$ cat src/rtl/pa_pkg.sv
// Shared constants and types for the processing-array sequencer slice.
package pa_pkg;

  localparam int SIZE_MAT       = 16;
  localparam int WIDTH_DATA     = 8;
  localparam int WIDTH_MDATA    = 2 * WIDTH_DATA + $clog2(SIZE_MAT);
  localparam int WIDTH_LBIT_CNT = 6;
  localparam int WIDTH_HBIT_CNT = 3;
  localparam int DRAIN_CYC      = 2 * SIZE_MAT - 1;
  localparam int WIDTH_ROW      = $clog2(SIZE_MAT);

  typedef enum logic [2:0] {IDLE, WAIT, FEED, DRAIN, UNLOAD} pa_state_e;

  typedef logic [WIDTH_LBIT_CNT-1:0] lcnt_t;
  typedef logic [WIDTH_HBIT_CNT-1:0] hcnt_t;
  typedef logic [WIDTH_ROW-1:0]      row_t;

endpackage

$ cat src/rtl/pa_seq_ctrl_if.sv
// Job control, operand pacing and result-unload signals of the sequencer.
interface pa_seq_ctrl_if;
  import pa_pkg::*;

  logic  start_i;
  hcnt_t num_tiles_i;
  logic  data_rdy_i;
  logic  read_en_o;
  logic  pe_en_o;
  logic  acc_clr_o;
  logic  zero_in_o;
  logic  out_vld_o;
  row_t  out_row_o;
  logic  out_rdy_i;
  logic  busy_o;
  logic  done_o;

  modport master (
    input  start_i, num_tiles_i, data_rdy_i, out_rdy_i,
    output read_en_o, pe_en_o, acc_clr_o, zero_in_o,
    output out_vld_o, out_row_o, busy_o, done_o
  );

  modport slave (
    output start_i, num_tiles_i, data_rdy_i, out_rdy_i,
    input  read_en_o, pe_en_o, acc_clr_o, zero_in_o,
    input  out_vld_o, out_row_o, busy_o, done_o
  );

endinterface

$ cat src/rtl/pa_ctrl_cnt.sv
// Up-counter with enable, synchronous clear (dominant) and a terminal-count flag.
module pa_ctrl_cnt #(
  parameter int WIDTH = 4
) (
  input  logic             clk,
  input  logic             rst_n,
  input  logic             en_i,
  input  logic             clr_i,
  input  logic [WIDTH-1:0] max_i,
  output logic [WIDTH-1:0] cnt_o,
  output logic             tc_o
);

  logic [WIDTH-1:0] cnt_q, cnt_d;

  // NOTE: every signal assigned in always_comb gets a default first so no latch is inferred.
  always_comb begin
    cnt_d = cnt_q;
    if (clr_i) begin
      cnt_d = '0;
    end else if (en_i) begin
      cnt_d = cnt_q + WIDTH'(1);
    end
  end

  // NOTE: state uses non-blocking assignments; reset is synchronous and active-low.
  always_ff @(posedge clk) begin
    if (!rst_n) begin
      cnt_q <= '0;
    end else begin
      cnt_q <= cnt_d;
    end
  end

  assign cnt_o = cnt_q;
  assign tc_o  = (cnt_q == max_i);

endmodule

$ cat src/rtl/pa_seq_ctrl.sv
// Sequencer for the output-stationary array: feeds 1..8 K-tiles, drains the
// wavefront with zero fill, then unloads SIZE_MAT result rows under valid/ready.
module pa_seq_ctrl
  import pa_pkg::*;
(
  input  logic          clk,
  input  logic          rst_n,
  pa_seq_ctrl_if.master bus
);

  pa_state_e state_q, state_d;
  hcnt_t     num_tiles_q;
  lcnt_t     lcnt, lcnt_max;
  hcnt_t     hcnt;
  logic      lcnt_en, lcnt_clr, lcnt_tc;
  logic      hcnt_en, hcnt_clr, hcnt_tc;
  logic      start_ok, rd, hs;
  logic      rd_q, clr_q, done_q;

  assign start_ok = (state_q == IDLE) && bus.start_i;
  assign rd       = (state_q == FEED) && bus.data_rdy_i;
  assign hs       = (state_q == UNLOAD) && bus.out_rdy_i;

  // lcnt is shared: vector count in FEED, cycle count in DRAIN, row index in UNLOAD.
  assign lcnt_max = (state_q == DRAIN) ? lcnt_t'(DRAIN_CYC - 1) : lcnt_t'(SIZE_MAT - 1);
  assign lcnt_en  = rd || (state_q == DRAIN) || hs;
  assign lcnt_clr = start_ok || (lcnt_en && lcnt_tc);
  assign hcnt_en  = rd && lcnt_tc && !hcnt_tc;
  assign hcnt_clr = start_ok;

  pa_ctrl_cnt #(.WIDTH(WIDTH_LBIT_CNT)) u_lcnt (
    .clk   (clk),
    .rst_n (rst_n),
    .en_i  (lcnt_en),
    .clr_i (lcnt_clr),
    .max_i (lcnt_max),
    .cnt_o (lcnt),
    .tc_o  (lcnt_tc)
  );

  pa_ctrl_cnt #(.WIDTH(WIDTH_HBIT_CNT)) u_hcnt (
    .clk   (clk),
    .rst_n (rst_n),
    .en_i  (hcnt_en),
    .clr_i (hcnt_clr),
    .max_i (num_tiles_q),
    .cnt_o (hcnt),
    .tc_o  (hcnt_tc)
  );

  always_ff @(posedge clk) begin
    if (!rst_n) begin
      state_q     <= IDLE;
      num_tiles_q <= '0;
      rd_q        <= 1'b0;
      clr_q       <= 1'b0;
      done_q      <= 1'b0;
    end else begin
      state_q <= state_d;
      if (start_ok) begin
        num_tiles_q <= bus.num_tiles_i;
      end
      rd_q   <= rd;
      // Only tile 0 overwrites the accumulators; later tiles add in place.
      clr_q  <= rd && (hcnt == '0);
      done_q <= hs && lcnt_tc;
    end
  end

  always_comb begin
    state_d = state_q;
    unique case (state_q)
      IDLE:    if (start_ok) state_d = WAIT;
      WAIT:    state_d = FEED;
      FEED:    if (rd && lcnt_tc && hcnt_tc) state_d = DRAIN;
      DRAIN:   if (lcnt_tc) state_d = UNLOAD;
      UNLOAD:  if (hs && lcnt_tc) state_d = IDLE;
      default: state_d = IDLE;
    endcase
  end

  // The first DRAIN cycle still carries the last real vector (rd_q set).
  always_comb begin
    bus.read_en_o = rd;
    bus.pe_en_o   = rd_q || (state_q == DRAIN);
    bus.acc_clr_o = clr_q;
    bus.zero_in_o = (state_q == DRAIN) && !rd_q;
    bus.out_vld_o = (state_q == UNLOAD);
    bus.out_row_o = (state_q == UNLOAD) ? row_t'(lcnt) : '0;
    bus.busy_o    = (state_q != IDLE);
    bus.done_o    = done_q;
  end

endmodule

$ cat src/flat_wrapper.sv
// flat-port wrapper written by rule: the top's interface ports become plain ports
module pa_seq_ctrl_flat import pa_pkg::*;
  (clk, rst_n, bus_start_i, bus_num_tiles_i, bus_data_rdy_i, bus_out_rdy_i, bus_read_en_o, bus_pe_en_o, bus_acc_clr_o, bus_zero_in_o, bus_out_vld_o, bus_out_row_o, bus_busy_o, bus_done_o);
  pa_seq_ctrl_if bus_i ();
  input  logic clk;
  input  logic rst_n;
  input wire logic [$bits(bus_i.start_i)-1:0] bus_start_i;
  input wire logic [$bits(bus_i.num_tiles_i)-1:0] bus_num_tiles_i;
  input wire logic [$bits(bus_i.data_rdy_i)-1:0] bus_data_rdy_i;
  input wire logic [$bits(bus_i.out_rdy_i)-1:0] bus_out_rdy_i;
  output wire logic [$bits(bus_i.read_en_o)-1:0] bus_read_en_o;
  output wire logic [$bits(bus_i.pe_en_o)-1:0] bus_pe_en_o;
  output wire logic [$bits(bus_i.acc_clr_o)-1:0] bus_acc_clr_o;
  output wire logic [$bits(bus_i.zero_in_o)-1:0] bus_zero_in_o;
  output wire logic [$bits(bus_i.out_vld_o)-1:0] bus_out_vld_o;
  output wire logic [$bits(bus_i.out_row_o)-1:0] bus_out_row_o;
  output wire logic [$bits(bus_i.busy_o)-1:0] bus_busy_o;
  output wire logic [$bits(bus_i.done_o)-1:0] bus_done_o;
  assign bus_i.start_i = bus_start_i;
  assign bus_i.num_tiles_i = bus_num_tiles_i;
  assign bus_i.data_rdy_i = bus_data_rdy_i;
  assign bus_i.out_rdy_i = bus_out_rdy_i;
  assign bus_read_en_o = bus_i.read_en_o;
  assign bus_pe_en_o = bus_i.pe_en_o;
  assign bus_acc_clr_o = bus_i.acc_clr_o;
  assign bus_zero_in_o = bus_i.zero_in_o;
  assign bus_out_vld_o = bus_i.out_vld_o;
  assign bus_out_row_o = bus_i.out_row_o;
  assign bus_busy_o = bus_i.busy_o;
  assign bus_done_o = bus_i.done_o;
  pa_seq_ctrl u_core (.clk(clk), .rst_n(rst_n), .bus(bus_i));
endmodule
$ cat config.mk
export PLATFORM = sky130hd
export DESIGN_NAME = pa_seq_ctrl_flat
export DESIGN_NICKNAME = d
export VERILOG_FILES = /design/src/rtl/pa_pkg.sv /design/src/rtl/pa_seq_ctrl_if.sv /design/src/rtl/pa_ctrl_cnt.sv /design/src/rtl/pa_seq_ctrl.sv /design/src/flat_wrapper.sv
export SDC_FILE = /design/constraint.sdc
export NUM_CORES = 1
export LEC_CHECK = 0
export ABC_AREA = 1
export ABC_CLOCK_PERIOD_IN_PS = 1500
export BUFFER_PORTS_ARGS = -buffer_cell sky130_fd_sc_hd__buf_2
export CORE_MARGIN = 3
export CORE_UTILIZATION = 48
export DETAILED_ROUTE_END_ITERATION = 16
export PLACE_DENSITY = 0.82
export SLEW_MARGIN = 25
export SYNTH_ARGS = -nofsm -noshare
export SYNTH_HDL_FRONTEND = slang
export SYNTH_SLANG_ARGS = --single-unit
$ cat constraint.sdc
create_clock -name clk -period 1.5 [get_ports clk]
set_clock_uncertainty 0.2 [all_clocks]
set_input_delay 0.225 -clock clk [delete_from_list [all_inputs] [get_ports clk]]
set_output_delay 0.225 -clock clk [all_outputs]
set_load 0.02 [all_outputs]
==> impl_metrics.toml <==
[cells_and_area]
fin_util = 0.841
fillers = 95
drive_above_1_share = 0.525
nets = 216
diodes = 0
syn_to_final_growth_pct = 62.2
final_cells = 231

[clocking]
cts_buffer_depth = 2
clk_pin_slew_ps = 120
h-tree-depth = 1
cts_tree = "built"
clock-sinks = 18
clockRootBuffer = "clkbuf_4"
clkLatencyLatePin_ps = 310
cts_buffers = 3

[drt]
first_iter_violations = 92
route.antenna.remaining_nets = 0
wirelength_um = 4350
maxUsedRoutingLayer = "met4"
drc_errors = 0
met1_length_um = 1560
wl_met3_um = 424
vias_per_cell = 5.60
wl_met2_um = 2150
wl_per_cell_um = 18.8
vias = 1293
drt-pass1-iter-count = 5

[outcome]
violations = "negative setup slack"
status = "finished, violations left"

[floorplanning]
dieWidth_um = 52.5
ioPinCount = 19
core.rowCount = 16
dieArea_um2 = 2760
fp.coreArea_um2 = 2000
initial_core_util = 0.519
dieHeight_um = 52.5

[power]
p_total_mw = 2.32
vdd_drop_max_v = 0.00107
p_per_area_nw_per_um2 = 1380
p_leak_nw = 0.762

[sta]
rsz0062_at_grt = "yes"
worst_pin_slew_ps = 347
period_minus_slack_ps = 1880
hold_viol_final = 0
slew_viol_final = 0
setup_violations = 23
clock.fmax_mhz = 533
finalCritPeriodShare = 1.25
setup_ws_ps = -376
max-slew-margin-rel = 0.768

[worst_setup_path]
critPathLaunchType = "register"
rr_worst_depth = 8
crit_required_ps = 1510
r2r_start = "u_core.u_lcnt.cnt_o[2]"
end_kind = "register"
crit_fanout = 3
regToRegSetupSlack_ps = -380
worstPathArrival_ps = 1890
regToRegEndpoint = "u_core.state_q[2]"
critPathKind = "register to register"

[yosys]
yosysMostFrequentCell = "nand2_1"
postSynthAreaPerCell_um2 = 6.97
ys_seq_area_frac = 0.347
syn_area_um2 = 1040
synth_top_flop_cell = "dfxtp_1"
synth_top_area_frac = 0.347
synth_warnings = 0
synth_top_cells_by_count = "nand2_1, inv_1, nor2_1"
syn_nets = 160
synth_cells = 149
synth_area_leaders = "dfxtp_1, nand2_1, inv_1"
synth_edf_count = 0
synth_cell_types = 24
yosys.area.top_type = "dfxtp_1"
synth.ff_latch_count = 18
async_reset_ff_frac = 0

[hold_path]
hp-class = "primary input to register"
hold_start = "bus_num_tiles_i[1]"
hold_path_depth = 3
whs_endpoint = "u_core.num_tiles_q[1]"

[placed_design]
gp_congestion = 0.918
dp.cells = 217
dpl.hpwl_um = 1930
portBuffers = 18
pre_cts_ws_ps = -219

[grt]
grt_antenna_before_repair = 0
grt_start_max_net_pins = 11
grt_use_total = 0.281
grt_pass1_vias = 1185
grt_overflow = 0
grt_pass1_wl_um = 5600

[flow_run]
drv_cap = 0
==> where the power goes <==
part | switching [mW] | total [mW] | internal (mW)
registers | 0.102 | 0.670 | 0.568
clock network | 0.168 | 0.316 | 0.148
logic | 0.765 | 1.33 | 0.567
total | 1.03 | 2.32 | 1.28
==> worst max-delay path, cell delays in order (launching register included) <==
cell	delay, ps
dfxtp_2	360
nand2_2	70
nor3_4	330
nand3_4	160
buf_4	180
o21bai_1	220
nand3_1	120
nand2_1	80
nor2_1	50
==> cell usage in the layout, fill, tap and decap left out, drive strengths merged <==
cell,instances
buf,50
nand2,34
inv,28
nor2,26
dfxtp,18
nand3,12
a21oi,10
o21ai,5
xnor2,4
clkbuf,4
ha,3
nor3,3
xor2,2
or2,1
nand4,1
o21bai,1
nor3b,1
dlygate4sd3,1
==> registers in the layout, indices dropped and copies added (netlist names) <==
| signal | flops |
|---|---|
| u_core.state_q | 3 |
| u_core.rd_q | 1 |
| u_core.num_tiles_q | 3 |
| u_core.bus.done_o | 1 |
| u_core.u_lcnt.cnt_o | 6 |
| u_core.u_hcnt.cnt_o | 3 |
| u_core.bus.acc_clr_o | 1 |
==> stage by stage <==
step / hold WS, ps / instance area [um2] / setup TNS [ps]
after floorplan: 138 / 1070 / -610
after global placement: 252 / 1360 / -787
after detailed placement: 259 / 1360 / -1910
after CTS: 24.0 / 1570 / -2820
after global routing: 16.0 / 1680 / -5860
final: 13.5 / 1680 / -4450
==> timing repair <==
action / 4_1_cts / 5_1_grt
setup endpoints to repair: 22 / 25
gates cloned: 0 / 0
pin swaps: 10 / 16
hold buffers: 1 / 0
setup buffers: 8 / 2
resized for setup: 30 / 37
endpoints found under the hold margin: 1 / 0
==> routing by layer <==
layer  up-vias  GRT usage
met3        27     0.0627
met4         0     0.0681
met5         -          0
met2        95      0.514
li1        579          -
met1       592      0.326
==> worst max path at each step <==
stage,start,endpoint,slack (ps)
detailed placement,u_core.state_q[1],u_core.state_q[1],-220
CTS,u_core.state_q[0],u_core.state_q[0],-180
finish,u_core.u_lcnt.cnt_o[2],u_core.state_q[2],-380
global placement,u_core.state_q[1],u_core.state_q[0],-110
floorplan,u_core.state_q[0],u_core.state_q[0],-70
global route,u_core.state_q[0],u_core.state_q[2],-440
==> logic make-up after synthesis <==
kind of cell	after synthesis	share of synthesized area
xor gates and xnor gates	6	0.0506
buffers and inverters	28	0.101
adders and majority gates	3	0.0361
DFF	18	0.347
and+or+nand+nor	78	0.375
AOI/OAI and AO/OA	16	0.0904
==> final cells by class <==
class                   count  area (um2)  share of cell area
repair buffers             51         417               0.247
clock buffers               4        36.3              0.0215
inverters                  28         110              0.0654
flip-flops and latches     18         377               0.224
well taps                  27        33.8              0.0201
multi-input cells         103         711               0.422
No activity file was read; power rests on OpenSTA's default activity.
